<file path="config.mk">
export PLATFORM = sky130hd
export DESIGN_NAME = slot_bank_buffer
export DESIGN_NICKNAME = d
export VERILOG_FILES = /design/src/rtl/xbar_pkg.sv /design/src/rtl/slot_bank.sv /design/src/rtl/slot_bank_buffer.sv
export SDC_FILE = /design/constraint.sdc
export NUM_CORES = 1
export LEC_CHECK = 0
export BUFFER_PORTS_ARGS = -buffer_cell sky130_fd_sc_hd__buf_2
export CAP_MARGIN = 20
export CORE_ASPECT_RATIO = 0.5
export CORE_MARGIN = 4
export CORE_UTILIZATION = 55
export DETAILED_ROUTE_END_ITERATION = 6
export PLACE_DENSITY = 0.75
export SYNTH_ARGS = -nofsm -noshare
export SYNTH_HDL_FRONTEND = slang
export SYNTH_SLANG_ARGS = --single-unit
export TNS_END_PERCENT = 100
</file>
<file path="constraint.sdc">
create_clock -name clk -period 4.02 [get_ports clk]
set_input_delay 0 -clock clk [delete_from_list [all_inputs] [get_ports clk]]
set_output_delay 0 -clock clk [all_outputs]
set_load 0.02 [all_outputs]
</file>
<file path="src/rtl/xbar_pkg.sv">
// Shared constants, index-width helpers and entry type for the crossbar slot memory.
// No logic; elaboration-time only.
// No flow control.
package xbar_pkg;

    localparam int CLR_CYC = 4;
    localparam int DEF_DW  = 8;

    function automatic int entry_w(input int ports, input int slots);
        return (ports * slots > 1) ? $clog2(ports * slots) : 1;
    endfunction

    function automatic int count_w(input int ports, input int slots);
        return $clog2(ports * slots) + 1;
    endfunction

    typedef struct packed {
        logic              vld;
        logic [DEF_DW-1:0] data;
    } slot_entry_t;

endpackage

</file>
<file path="src/rtl/slot_bank.sv">
// One slot-memory bank: serial write port, parallel all-port read of one slot, port-group clear.
// Write/clear take effect at the next clock edge; read path is combinational.
// No backpressure; the parent gates we/clr_en.
module slot_bank
    import xbar_pkg::*;
#(
    parameter int PORTS = 8,
    parameter int SLOTS = 4,
    parameter int DW    = 8
) (
    input  logic                                clk,
    input  logic                                rst,
    input  logic                                we,
    input  logic [entry_w(PORTS, SLOTS)-1:0]    waddr,
    input  logic [DW-1:0]                       wdata,
    output logic                                hit,
    input  logic                                clr_en,
    input  logic [$clog2(CLR_CYC)-1:0]          clr_grp,
    input  logic [$clog2(SLOTS)-1:0]            rd_slot,
    output logic [PORTS*DW-1:0]                 rd_data,
    output logic [PORTS-1:0]                    rd_vld
);

    localparam int NE  = PORTS * SLOTS;
    localparam int EW  = entry_w(PORTS, SLOTS);
    localparam int GRP = PORTS / CLR_CYC;

    logic [DW-1:0] data_mem [NE];
    logic [NE-1:0] vld_mem;

    always_ff @(posedge clk) begin
        if (we) data_mem[waddr] <= wdata;
    end

    // Clear and write never hit the same bank in one cycle, so the write simply wins.
    always_ff @(posedge clk or posedge rst) begin
        if (rst) begin
            vld_mem <= '0;
        end else begin
            for (int i = 0; i < NE; i++) begin
                if (clr_en && ((i / SLOTS) / GRP) == int'(clr_grp)) vld_mem[i] <= 1'b0;
            end
            if (we) vld_mem[waddr] <= 1'b1;
        end
    end

    assign hit = vld_mem[waddr];

    always_comb begin
        rd_data = '0;
        rd_vld  = '0;
        for (int p = 0; p < PORTS; p++) begin
            rd_data[p*DW +: DW] = data_mem[EW'(p * SLOTS) + EW'(rd_slot)];
            rd_vld[p]           = vld_mem[EW'(p * SLOTS) + EW'(rd_slot)];
        end
    end

endmodule

</file>
<file path="src/rtl/slot_bank_buffer.sv">
// Ping-pong slot memory behind the 8x8 crossbar control: serial fill of one bank, parallel slot read of the other.
// Read outputs register one cycle after load and hold; write/clear effects land on the next edge.
// No backpressure; blocked or out-of-range writes are dropped.
module slot_bank_buffer
    import xbar_pkg::*;
#(
    parameter int PORTS = 8,
    parameter int SLOTS = 4,
    parameter int DW    = 8
) (
    input  logic                                clk,
    input  logic                                rst,
    input  logic                                bank_sel,
    input  logic [entry_w(PORTS, SLOTS)-1:0]    mux_sel,
    input  logic                                wr_valid,
    input  logic [DW-1:0]                       wr_data,
    input  logic                                swdone,
    input  logic                                mem_clr,
    input  logic                                load,
    input  logic [$clog2(SLOTS)-1:0]            running_slot,
    output logic [PORTS*DW-1:0]                 rd_data,
    output logic [PORTS-1:0]                    rd_valid,
    output logic [count_w(PORTS, SLOTS)-1:0]    wr_count,
    output logic                                overflow_err,
    output logic                                clr_done
);

    localparam int CW = count_w(PORTS, SLOTS);
    localparam int SW = $clog2(SLOTS);
    localparam int GW = $clog2(CLR_CYC);
    localparam logic [CW-1:0] NE_C      = CW'(PORTS * SLOTS);
    localparam logic [SW-1:0] SLOT_LAST = SW'(SLOTS - 1);
    localparam logic [GW-1:0] CLR_LAST  = GW'(CLR_CYC - 1);

    logic                bank_sel_q;
    logic                toggle;
    logic                accept;
    logic [SW-1:0]       nslot;
    logic [GW-1:0]       clr_cnt;
    logic                b_hit     [2];
    logic [PORTS*DW-1:0] b_rd_data [2];
    logic [PORTS-1:0]    b_rd_vld  [2];

    assign toggle = bank_sel ^ bank_sel_q;
    assign accept = wr_valid && !swdone && !mem_clr && (CW'(mux_sel) < NE_C);
    assign nslot  = (running_slot == SLOT_LAST) ? '0 : running_slot + 1'b1;

    for (genvar b = 0; b < 2; b++) begin : g_bank
        slot_bank #(
            .PORTS (PORTS),
            .SLOTS (SLOTS),
            .DW    (DW)
        ) u_bank (
            .clk     (clk),
            .rst     (rst),
            .we      (accept && (bank_sel == 1'(b))),
            .waddr   (mux_sel),
            .wdata   (wr_data),
            .hit     (b_hit[b]),
            .clr_en  (mem_clr && (bank_sel != 1'(b))),
            .clr_grp (clr_cnt),
            .rd_slot (nslot),
            .rd_data (b_rd_data[b]),
            .rd_vld  (b_rd_vld[b])
        );
    end

    always_ff @(posedge clk or posedge rst) begin
        if (rst) begin
            bank_sel_q   <= 1'b0;
            wr_count     <= '0;
            overflow_err <= 1'b0;
            clr_done     <= 1'b0;
            clr_cnt      <= '0;
            rd_data      <= '0;
            rd_valid     <= '0;
        end else begin
            bank_sel_q <= bank_sel;

            // A bank swap restarts the fill count even if a write lands in the same cycle.
            if (toggle)                             wr_count <= '0;
            else if (accept && wr_count != NE_C)    wr_count <= wr_count + 1'b1;

            if (accept && b_hit[bank_sel]) overflow_err <= 1'b1;

            if (mem_clr) begin
                if (clr_cnt != CLR_LAST) clr_cnt <= clr_cnt + 1'b1;
            end else begin
                clr_cnt <= '0;
            end

            if (toggle)                             clr_done <= 1'b0;
            else if (mem_clr && clr_cnt == CLR_LAST) clr_done <= 1'b1;

            // Captures the pre-edge bank contents, so a same-cycle clear is not yet visible.
            if (load) begin
                rd_data  <= b_rd_data[~bank_sel];
                rd_valid <= b_rd_vld[~bank_sel];
            end
        end
    end

endmodule

</file>
Word level (Yosys, flattened, before mapping)
Memories as Yosys holds them, arrays and structs flattened.
Index checks and enable logic that the tools add are counted.
{ "op_classes": {"eq_ne": 8, "magnitude_cmp": 12, "mux": 124, "n_addsub": 10, "n_reduce_logical": 23, "bitwise": 6} }
{ "ops": {"columns": ["operator", "n"], "rows": [
  ["two-way mux 64 bit", 3],
  ["two-way mux 1 bit", 92],
  ["binary-select mux 1 bit (select 5 bit)", 16],
  ["two-way mux 32 bit", 2],
  ["bitwise OR 32 bit", 2],
  ["< comparator 5 x 6 -> 1 bit (second input constant)", 8],
  ["two-way mux 8 bit", 3],
  ["logical AND 1 bit", 18],
  ["two-way mux 6 bit", 2],
  ["adder 4 x 2 -> 5 bit (first input constant)", 2],
  ["adder 5 x 2 -> 5 bit (first input constant)", 2],
  ["adder 6 x 1 -> 6 bit (second input constant)", 1],
  ["< comparator 2 x 6 -> 1 bit (second input constant)", 1],
  ["two-way mux 2 bit", 3],
  ["!= test 6 bit (second input constant)", 1],
  ["adder 4 x 3 -> 5 bit (first input constant)", 1],
  ["demux 1 bit (select 5 bit)", 1],
  ["greater-or-equal comparator 5 x 1 -> 1 bit (second input constant)", 1],
  ["adder 2 x 1 -> 2 bit (second input constant)", 2],
  ["adder 3 x 2 -> 4 bit (first input constant)", 1],
  ["adder 3 x 3 -> 4 bit (first input constant)", 1],
  ["binary-select mux 1 bit (select 2 bit)", 2],
  ["equality test 2 bit (first input constant)", 2],
  ["equality test 2 bit (second input constant)", 2],
  ["other kinds (10)", 14]
]} }
{ "word_totals": {"ram_bits": 512, "output_inout_bits": 80, "reg_bits": 147, "mem_count": 2, "word_cells": 194, "inputBits": 22} }
{ "mem_list": {"columns": ["name", "words", "width", "rd", "rd_ports_with_merged_regs", "wr", "line_no", "text"], "rows": [
  ["g_bank[0].u_bank.data_mem", 32, 8, 8, 0, 1, "slot_bank.sv:28", "logic [DW-1:0] data_mem [NE];"],
  ["g_bank[1].u_bank.data_mem", 32, 8, 8, 0, 1, "slot_bank.sv:28", null]
]} }

Longest topological paths before layout
Gate-level depths: netlist of run 1.
{ "logic_depth": {"word_depth": 8, "depth_mapped": 9, "ltp_nobuf": 7} }

Hierarchy
A second synthesis of run 1 with hierarchy kept.
{ "unflattened": {"cells_unflattened": 1360, "area_unflattened_um2": 25754.7} }
{ "by_module_without_submodules": {"columns": ["module", "seq_area_each_um2", "n_inst", "area_per_inst_um2", "cells_per_inst"], "rows": [
  ["slot_bank", 8488.1, 2, 10949.3, 493],
  ["slot_bank_buffer", 2077.0, 1, 3856.2, 374]
]} }

Least setup slack after synthesis of run 1
OpenSTA, ideal clock, no wires.
{ "synth_path": {"path_kind": "input port to flip-flop", "start": "input mem_clr", "end": "memory g_bank[0].u_bank.data_mem[11][0], enable pin", "required_ns": 3.646, "slack_ns": 2.142, "setup_time_ns": 0.374, "stages": 5, "t_arrival_ns": 1.505, "n_path_buf": 1, "cell_sequence": "clkbuf_1 nor3b_1 nor2b_1 nand3_1 nor2_1"} }
{ "synth_via": {"elab_chain_cells": 5} }
{ "synth_rtl": {"columns": ["element", "line_no", "text"], "rows": [
  ["start: declaration", "slot_bank_buffer.sv:18", "input logic mem_clr,"],
  ["zero test 1 bit", "slot_bank_buffer.sv:45", "assign accept = wr_valid && !swdone && !mem_clr && (CW'(mux_sel) < NE_C);"],
  ["logical AND 1 bit", "slot_bank_buffer.sv:45", null],
  ["logical AND 1 bit", "slot_bank_buffer.sv:56", ".we (accept && (bank_sel == 1'(b))),"],
  ["two-way mux 1 bit", "slot_bank.sv:32", "if (we) data_mem[waddr] <= wdata;"],
  ["two-way mux 1 bit (not written as such)", "slot_bank.sv:32", null],
  ["end: declaration", "slot_bank.sv:28", null]
]} }
Every way passes these cells.

Final worst setup path of run 1
{ "layout_path": {"start": "input mem_clr", "end": "memory g_bank[1].u_bank.data_mem[11][5], enable pin"} }
{ "layout_via": {"elab_chain_cells": 5} }
{ "layout_rtl": {"columns": ["element", "line_no"], "rows": [
  ["zero test 1 bit", "slot_bank_buffer.sv:45"],
  ["logical AND 1 bit", "slot_bank_buffer.sv:45"],
  ["logical AND 1 bit", "slot_bank_buffer.sv:56"],
  ["two-way mux 1 bit", "slot_bank.sv:32"],
  ["two-way mux 1 bit (not written as such)", "slot_bank.sv:32"],
  ["end: declaration", "slot_bank.sv:28"]
]} }
Every way passes these cells.

==> results_dict.tcl, run 1 <==
set metrics [dict create \
    gp_congestion 0.826 \
    dieHeight_um 161 \
    drv_cap 0 \
    r2r_start "g_bank[0].u_bank.vld_mem[11]" \
    crit_arrival_ps 3040 \
    ys_seq_elements 659 \
    hold_class "in2reg" \
    die_w_um 315 \
    ff2ff_setup_slack_ps 1700 \
    worst_slew_pin_slew_ps 1060 \
    dpl.hpwl_mm 34.6 \
    grt_max_degree 102 \
    crit_path_end_kind "register" \
    worstSkewPairLatency_ps 600 \
    synth_compound_gate_area_share_pct 4.58 \
    dr.pass1.iters 6 \
    r2r_cells 6 \
    ys_warn_count 0 \
    critPathLaunchType "primary input" \
    numPortBuffers 101 \
    path_clk_slew_ps 60 \
    core_area_sq_um 45800 \
    critical_path_class "in2reg" \
    drc 0 \
    grt_pass1_vias 13800 \
    yosysSeqAreaShare_pct 73.7 \
    nFillCells 3128 \
    cts_setup_buffers 0 \
    clockBufferDepth 3 \
    rsz0062_at_grt "false" \
    cp.required_ps 4240 \
    async_flop_share_pct 22.3 \
    ys.flop_type "edfxtp_1" \
    ys_types 43 \
    postLayoutCoreUtil_pct 62.8 \
    multi_input_area_sq_um 6410 \
    clock-root-buffer "clkbuf_16" \
    drive_gt1_share_pct 22.4 \
    p_per_area_nw_per_um2 482 \
    max_freq_mhz 355 \
    postCtsHoldBufs 7 \
    yosys-top-cells-area "edfxtp_1 60%, dfrtp_1 14%, mux4_2 12%, mux2i_1 3.8%, nor2_1 2.2%" \
    critical_path.endpoint "g_bank[1].u_bank.data_mem[11][5]" \
    fin_crit_ps 2820 \
    synthXorXnorAreaFrac_pct 0.237 \
    synth_top_family_by_area "multiplexers" \
    cts-resized-gates 0 \
    synth_top_area_cell "edfxtp_1" \
    synthAdderAreaFrac_pct 0.339 \
    ys_top_cells_by_count "512 x edfxtp_1, 148 x nor2_1, 147 x dfrtp_1" \
    drtIter0Drc 1570 \
    synthSimpleGateAreaFrac_pct 3.88 \
    critPathMaxFanout 9 \
    fin_setup_tns_ps 0 \
    nets 1544 \
    ff_latch_area_sq_um 19100 \
    finalHoldViolations 0 \
    placed_cell_area_sq_um 27000 \
    slew_headroom_pct 28.9 \
    p_leak_nw 10.6 \
    vdd.ir_drop.worst_uv 300 \
    grt_use_total_pct 23.2 \
    syn_area_per_cell_sq_um 18.4 \
    overflow 0 \
    reg2reg_to "overflow_err" \
    grt_pass1_wl_mm 88.3 \
    clock_sinks 659 \
    row_count 55 \
    initial_utilization_pct 56.4 \
    startpoint "mem_clr" \
    postRouteAntennaNets 0 \
    stdcell_area_sq_um 28800 \
    fin_skew_ps 17.3 \
    holdPathStages 3 \
    io-pin-count 102 \
    syn_to_final_growth_pct 11.4 \
    detail_route.wl_per_cell_um 26.4 \
    cts_buffers 56 \
    synthesis.nets 1432 \
    cts_tree "yes" \
    wl_mm 57.7 \
    synthCells 1403 \
    yosysMostFrequentCell "edfxtp_1" \
    vias 13600 \
    via_per_inst 6.19 \
    status "completed" \
    htreeDepth 2 \
    grt_antenna_before_repair 3 \
    synth_top_area_share_pct 59.5 \
    die-area_sq_um 50700 \
    report.final.slew_viol_count 0 \
    finalSetupViolations 0 \
    finalCritPeriodShare_pct 70.1 \
    synth_edf_count 512 \
    netlist_area_sq_um 25800 \
    synth.area.mux_share_pct 15.7 \
]
## metrics by stage
stage               worst slack, ps  total power [mW]  hold WS [ps]  instances
floorplan                      68.7              8.45          31.4       1403
CTS                            1370              13.9          86.3       2187
global route                   1230              14.4           109       2189
detailed placement             1220              8.88           272       2077
finish                         1200              13.9          96.6       2189
global placement               1290              8.84           244       2077
## final cells by class
cell class / instances / area share, %
inverters: 8 / 0.122
well taps: 627 / 2.73
flip-flops and latches: 659 / 66.2
multi-input cells: 659 / 22.3
diodes: 2 / 0.0174
clock inverters: 18 / 0.435
clock buffers: 85 / 5.49
repair buffers: 131 / 2.75
## power by group
part	leakage [nW]	switching [mW]	internal, mW
sequential	6.44	0.0976	7.50
clock	0.838	2.35	2.78
combinational	3.31	0.716	0.433
total	10.6	3.17	10.7
## layer usage
| metal | GRT usage, % | vias up | routed length, um |
|---|---|---|---|
| met1 | 33.9 | 7095 | 23600 |
| met4 | 5.55 | 0 | 1270 |
| met5 | 0 | - | 0 |
| li1 | - | 5755 | - |
| met2 | 36.9 | 613 | 27800 |
| met3 | 4.51 | 96 | 5080 |
## worst min-delay path by stage
stage,startpoint,to,slack (ps)
6_report,bank_sel,rd_data[2],100
3_3_place_gp,rst,rd_data[27],240
2_1_floorplan,bank_sel,bank_sel_q,30
5_1_grt,bank_sel,rd_data[4],110
3_5_place_dp,rst,rd_data[26],270
4_1_cts,bank_sel,rd_data[16],90
## logic make-up (layout without fill, tap and decap cells)
| logic type | count (synthesis) | in the layout |
|---|---|---|
| adder cells (fa/ha/maj) | 7 | 7 |
| other | 0 | 2 |
| multiplexers | 234 | 234 |
| AO/OA/AOI/OAI | 180 | 180 |
| XOR/XNOR | 7 | 7 |
| buffers and inverters | 85 | 242 |
| AND/OR/NAND/NOR | 231 | 231 |
| flip-flops | 659 | 659 |
## worst max-delay path, stage by stage
cell and delay [ps]:
dlygate4sd3_1 550, buf_2 190, nor3b_1 220, buf_4 220
and2_1 230, nand3_1 690, nor2_1 930
## registers in the layout, summed over array words and instances (netlist names)
| register | flops |
|---|---|
| g_bank.u_bank.vld_mem | 64 |
| clr_done | 1 |
| rd_valid | 8 |
| bank_sel_q | 1 |
| clr_cnt | 2 |
| g_bank.u_bank.data_mem | 512 |
| rd_data | 64 |
| wr_count | 6 |
| overflow_err | 1 |
## placed cells by master, fill, tap and decap left out, types with 4 or more instances in the layout
master	n
and2_1	6
a211o_1	4
mux4_2	137
o221ai_1	9
nor2b_1	10
clkbuf_8	5
nand2_1	31
dfrtp_1	147
a21o_1	64
buf_4	22
edfxtp_1	512
a21oi_1	74
nand3_1	13
a211oi_1	9
ha_1	6
dlygate4sd3_1	7
xnor2_1	4
clkinv_1	4
nor2_1	147
clkinv_2	9
clkbuf_16	57
inv_1	7
or2_2	4
mux2i_1	97
buf_2	99
clkbuf_1	23
a31oi_1	5
a311oi_1	5
(Power assumes the default switching activity.)
==> inputs of run 2 (changes only) <==
- ABC_AREA: not set -> 1
- CORE_UTILIZATION: 55 -> 60
- PLACE_DENSITY: 0.75 -> 0.78
- clock period: 4.02 -> 2.6 ns (I/O delays scaled with it)
==> run 2 against run 1 <==
  * Combinational power grew 85%
  * First-iteration DRC count grew 49%
  * Utilization grew 6.1 points
  * Cell area grew 4.4%
  * Non-clock buffer count grew 107
  * Register-to-register slack lost 930 ps
  * Sequential cell count is the same
  * Sequential power grew 55%
==> results_dict.tcl, run 2 <==
set metrics [dict create \
    cpMaxStageDelayCell "dlygate4sd3_1" \
    cts_buffers 54 \
    yosysSeqAreaShare_pct 71.8 \
    layout_commonest_cell "edfxtp_1" \
    cts-resized-gates 0 \
    synth_top_area_cell "edfxtp_1" \
    ys.flop_type "edfxtp_1" \
    nFillCells 2963 \
    dp.cells 2923 \
    vdd.ir_drop.worst_uv 515 \
    drv_cap 0 \
    ys_seq_elements 659 \
    core_area_sq_um 43600 \
    regMostFlops "g_bank.u_bank.data_mem" \
    largest_register_ffs 512 \
    vias 18700 \
    clkPwrFrac_pct 36.6 \
    overflow 0 \
    cp.required_ps 2880 \
    reg.largest.list "g_bank.u_bank.data_mem: 512 flops, g_bank.u_bank.vld_mem: 64 flops, rd_data: 64 flops" \
    reg2reg_to "overflow_err" \
    postLayoutCoreUtil_pct 68.9 \
    drc 0 \
    max_freq_mhz 490 \
    clock_sinks 659 \
    rsz0062_at_grt "false" \
    report.final.slew_viol_count 0 \
    dieHeight_um 157 \
    htreeDepth 2 \
    min_from "load" \
    power.share.combinational_pct 9.7 \
    critPathTopFamily "buffers and inverters" \
    initial_utilization_pct 60.8 \
    max_stage_delay_ps 530 \
    dr.pass1.iters 6 \
    synth_top_area_share_pct 57.9 \
    worst_slew_pin_slew_ps 1130 \
    critical_path_class "in2reg" \
    nets 2435 \
    yosysMostFrequentCell "edfxtp_1" \
    hold_class "in2reg" \
    grt_antenna_before_repair 0 \
    status "completed" \
    final_cell_mix "512 x edfxtp_1, 407 x nand2_1, 394 x nor2_1" \
    switchingPower_mw 5.33 \
    r2r_cells 11 \
    ys_top_cells_by_count "512 x edfxtp_1, 407 x nand2_1, 394 x nor2_1" \
    critPathLaunchType "primary input" \
    fin_crit_ps 2040 \
    drive_gt1_share_pct 12.9 \
    gp_congestion 0.862 \
    clock-root-buffer "clkbuf_16" \
    syn_to_final_growth_pct 13.3 \
    cp_cell_sequence "dlygate4sd3_1, buf_2, nor3b_2, inv_1, nor2_1, inv_2, buf_12, nor2_1, buf_4" \
    p_per_area_nw_per_um2 729 \
    synth_edf_count 512 \
    die_w_um 305 \
    p_sw_share_pct 24.3 \
    p_seq_share_pct 53.7 \
    async_flop_share_pct 22.3 \
    netlist_area_sq_um 26500 \
    grt_pass1_vias 18200 \
    postRouteAntennaNets 0 \
    crit_arrival_ps 2320 \
    io-pin-count 102 \
    grt_pass1_wl_mm 102 \
    drtIter0Drc 2343 \
    slew_headroom_pct 24.4 \
    grt_use_total_pct 27.2 \
    crit_path_end_kind "register" \
    min_to "rd_data[28]" \
    fin_setup_tns_ps 0 \
    p_leak_nw 11.1 \
    ff2ff_setup_slack_ps 770 \
    r2r_start "g_bank[0].u_bank.vld_mem[22]" \
    wl_mm 65.4 \
    grt_max_degree 131 \
    holdPathStages 4 \
    critPathMaxFanout 36 \
    finalSetupViolations 0 \
    detail_route.wl_per_cell_um 21.5 \
    yosys-top-cells-area "edfxtp_1 58%, dfrtp_1 14%, nand2_1 5.8%, nor2_1 5.6%, o21ai_0 4.2%" \
    clockBufferDepth 3 \
    synthCells 2261 \
    p_int_mw 16.6 \
    path_clk_slew_ps 70 \
    cts_tree "yes" \
    diodes 0 \
    worstSetupPathDepth 9 \
    ys_warn_count 0 \
    dpl.hpwl_mm 38.3 \
    syn_area_per_cell_sq_um 11.7 \
    instances_no_fill 3039 \
    p_total_mw 21.9 \
    die-area_sq_um 47900 \
    whs_ps 23.2 \
    fin_skew_ps 13.0 \
    worstSkewPairLatency_ps 590 \
    row_count 54 \
    path_common_cell "nor2_1" \
    critical_path_buf_inv_count 6 \
    finalHoldViolations 0 \
    ys_types 27 \
    synthesis.nets 2290 \
    via_per_inst 6.15 \
    numPortBuffers 101 \
    finalCritPeriodShare_pct 78.4 \
]
==> run 2: cell types whose count changed in the layout (fill, tap and decap cells not counted), sizes merged, moves of 64 or more <==
cell	delta
buf	+99
a21oi	-71
o221ai	+98
nand3	+71
o21ai	+368
mux4	-137
a21o	-64
mux2i	-97
nor2	+250
nand2	+376
==> run 2: logic make-up after synthesis <==
group	after synthesis	synth area share (%)
AO/OA/AOI/OAI	516	11.5
adder cells (fa/ha/maj)	7	0.330
flip-flops	659	71.8
AND/OR/NAND/NOR	902	13.3
buffers and inverters	175	2.90
XOR/XNOR	2	0.0943
==> run 2: worst max path at each step <==
stage | endpoint | startpoint
6_report | g_bank[1].u_bank.data_mem[4][1] | mem_clr
5_1_grt | overflow_err | mem_clr
4_1_cts | g_bank[1].u_bank.data_mem[0][5] | mem_clr
3_5_place_dp | g_bank[0].u_bank.data_mem[16][1] | mem_clr
3_3_place_gp | g_bank[0].u_bank.data_mem[17][1] | mem_clr
2_1_floorplan | bank_sel_q | rst
==> run 2: final cells by class <==
class	count	area, sq um	area share (%)
clock buffers	76	1520	5.04
clock inverters	25	203	0.674
inverters	26	109	0.362
multi-input cells	1427	6720	22.4
flip-flops and latches	659	19100	63.4
well taps	588	736	2.45
repair buffers	238	1720	5.73
==> run 2: through the flow <==
step | area (sq um) | setup WS (ps)
after floorplan | 26500 | 753
after global placement | 28200 | 588
after detailed placement | 28200 | 550
after CTS | 30100 | 630
after global routing | 30100 | 463
final | 30100 | 561
==> run 2: timing repair <==
action                                 in CTS  in global routing
endpoints found under the hold margin     258                  0
hold buffers                               15                  0
setup buffers                               0                  0
==> run 2: per-layer routing <==
layer | vias to the layer above | part of all wire [%] | track usage (%)
li1 | 8392 | - | -
met1 | 9097 | 40 | 38.6
met2 | 1044 | 47 | 43.9
met3 | 167 | 9.9 | 4.37
met4 | 0 | 2.9 | 9.09
met5 | - | 0 | 0
==> run 2: worst register-to-register path, cell delays in order, from the launching register on <==
cell and delay [ps]:
dfrtp_1 410, nand2_1 80, nand2_1 50, nand2_1 60, nand3_1 80, nand2_1 70
nand2_1 50, nor2_1 100, nand2_1 100, nand2_1 60, nand3_1 70, dlygate4sd3_1 570
==> run 2: power by group through the flow <==
| stage | clock network [mW] | registers (mW) | logic, mW |
|---|---|---|---|
| global placement | 0 | 12.0 | 2.02 |
| floorplan | 0 | 12.2 | 1.09 |
| global route | 8.55 | 11.8 | 2.33 |
| detailed placement | 0 | 12.0 | 2.08 |
| finish | 8.02 | 11.8 | 2.13 |
| CTS | 8.05 | 11.8 | 2.11 |
==> inputs of run 3 (changes only) <==
- clock period: 2.6 -> 2 ns (I/O delays scaled with it)
==> run 3 against run 2 <==
  * Non-clock buffer count is 12 higher
  * Clock skew up 8.2 ps
  * Cell area grew 0.94%
  * Wire length rose by 4.9%
  * Largest cell class unchanged
  * Critical path type unchanged
  * Clock power grew 30%
  * Global-route usage rose by 1.3 points
  * Worst setup slack worse by 450 ps
  * Largest power group unchanged
  * Register-to-register slack got worse by 550 ps
  * Highest routed layer unchanged
  * First-iteration DRC count rose by 11%
  * Die area unchanged
  * Cell count rose by 0.46%
  * Sequential share of layout area fell by 0.59 points
==> results_dict.tcl, run 3 (same netlist as run 2, synthesis figures left out) <==
set metrics [dict create \
    dpl.hpwl_mm 39.9 \
    stdcell_area_sq_um 30300 \
    grt_max_degree 100 \
    detail_route.wl_per_cell_um 22.5 \
    report.final.slew_viol_count 0 \
    diodes 0 \
    row_count 54 \
    grt_use_total_pct 28.5 \
    grt_antenna_before_repair 0 \
    grt-busiest-layer "met2" \
    crit_arrival_ps 2110 \
    cts_buffers 55 \
    cts_tree "yes" \
    layout_commonest_cell "edfxtp_1" \
    worstSkewPairLatency_ps 600 \
    overflow 0 \
    drtIter0Drc 2596 \
    postRouteAntennaNets 0 \
    reg.largest.list "g_bank.u_bank.data_mem: 512 flops, g_bank.u_bank.vld_mem: 64 flops, rd_data: 64 flops" \
    via_per_inst 6.22 \
    crit_path_end_kind "register" \
    final_cell_mix "512 x edfxtp_1, 407 x nand2_1, 391 x nor2_1" \
    r2r_cells 11 \
    die_w_um 305 \
    r2r_start "g_bank[0].u_bank.vld_mem[25]" \
    clockBufferDepth 3 \
    grt_pass1_wl_mm 106 \
    numPortBuffers 101 \
    largest_register_ffs 512 \
    die-area_sq_um 47900 \
    met3_usage_pct 4.76 \
    worst_slew_pin_slew_ps 763 \
    rsz0062_at_grt "false" \
    drive_gt1_share_pct 13.4 \
    p_per_area_nw_per_um2 943 \
    finalHoldViolations 0 \
    critPathMaxFanout 27 \
    vias 19000 \
    critical_path.endpoint "g_bank[0].u_bank.data_mem[7][0]" \
    fin_crit_ps 1890 \
    nFillCells 2978 \
    wl_mm 68.6 \
    initial_utilization_pct 60.8 \
    path_clk_slew_ps 60 \
    placed_cell_area_sq_um 28400 \
    fin_skew_ps 21.2 \
    ff2ff_setup_slack_ps 220 \
    drv_cap 0 \
    io-pin-count 102 \
    htreeDepth 2 \
    fin_setup_tns_ps 0 \
    cp.required_ps 2220 \
    met1_usage_pct 40.1 \
    pre_cts_ws_ps -26.2 \
    max_freq_mhz 529 \
    regMostFlops "g_bank.u_bank.data_mem" \
    fin_ws_ps 109 \
    clock_sinks 659 \
    critical_path_class "in2reg" \
    finalCritPeriodShare_pct 94.6 \
    vdd.ir_drop.worst_uv 681 \
    critPathLaunchType "primary input" \
    status "completed" \
    postLayoutCoreUtil_pct 69.5 \
    core_area_sq_um 43600 \
    grt_pass1_vias 18800 \
    grtUsageMet2_pct 46.8 \
    slew_headroom_pct 49.1 \
    gp_congestion 0.859 \
    p_leak_nw 11.2 \
    finalSetupViolations 0 \
    hold_class "in2async" \
    clock-root-buffer "clkbuf_16" \
    dr.pass1.iters 7 \
    dieHeight_um 157 \
    drc 0 \
    syn_to_final_growth_pct 14.4 \
    reg2reg_to "overflow_err" \
    nets 2448 \
    startpoint "mem_clr" \
]
## run 3: timing repair
item / in CTS / in global routing
hold buffers: 19 / 0
endpoints found under the hold margin: 527 / 0
gates resized for setup: 0 / 3
endpoints found under the setup margin: 0 / 57
setup buffers: 0 / 0
## run 3: layout make-up
type	count	area, sq um	share of cell area (%)
multi-input cells	1427	6730	22.2
clock inverters	30	215	0.709
well taps	588	736	2.42
flip-flops and latches	659	19100	62.8
clock buffers	73	1500	4.96
repair buffers	250	2000	6.58
inverters	26	109	0.359
## run 3: worst min path at each step
stage / start / end / slack [ps]
floorplan: bank_sel / bank_sel_q / 30
global placement: rst / rd_data[21] / 70
detailed placement: rst / rd_data[21] / 80
CTS: rst / rd_data[21] / 9
global route: rst / rd_data[22] / 40
finish: rst / rd_data[21] / 20
## run 3: layer usage
layer,vias to the layer above,share of wire [%],routed length [um]
met5,-,0,0
met4,0,2.6,1780
li1,8437,-,-
met1,9209,40,27100
met3,162,10,7160
met2,1188,47,32500
## run 3: critical path, cell delays in order
cell and delay (ps):
dlygate4sd3_1 540, buf_2 180, nor3b_2 210, inv_1 90, nor2_2 140, inv_2 270, nor2_1 650
## run 3: report_power, final
part           switching [mW]  internal, mW  leakage (nW)
combinational            2.02         0.874          3.82
clock                    4.86          5.56         0.839
sequential              0.210          15.1          6.50
## run 3: metrics by stage
stage                     hold WS (ps)  power [mW]  instances
after floorplan                   31.4        17.2       2261
after global placement            73.8        18.3       2931
after detailed placement          83.3        18.4       2931
after CTS                         9.22        28.6       3053
after global routing              42.0        29.5       3053
final                             15.3        28.6       3053
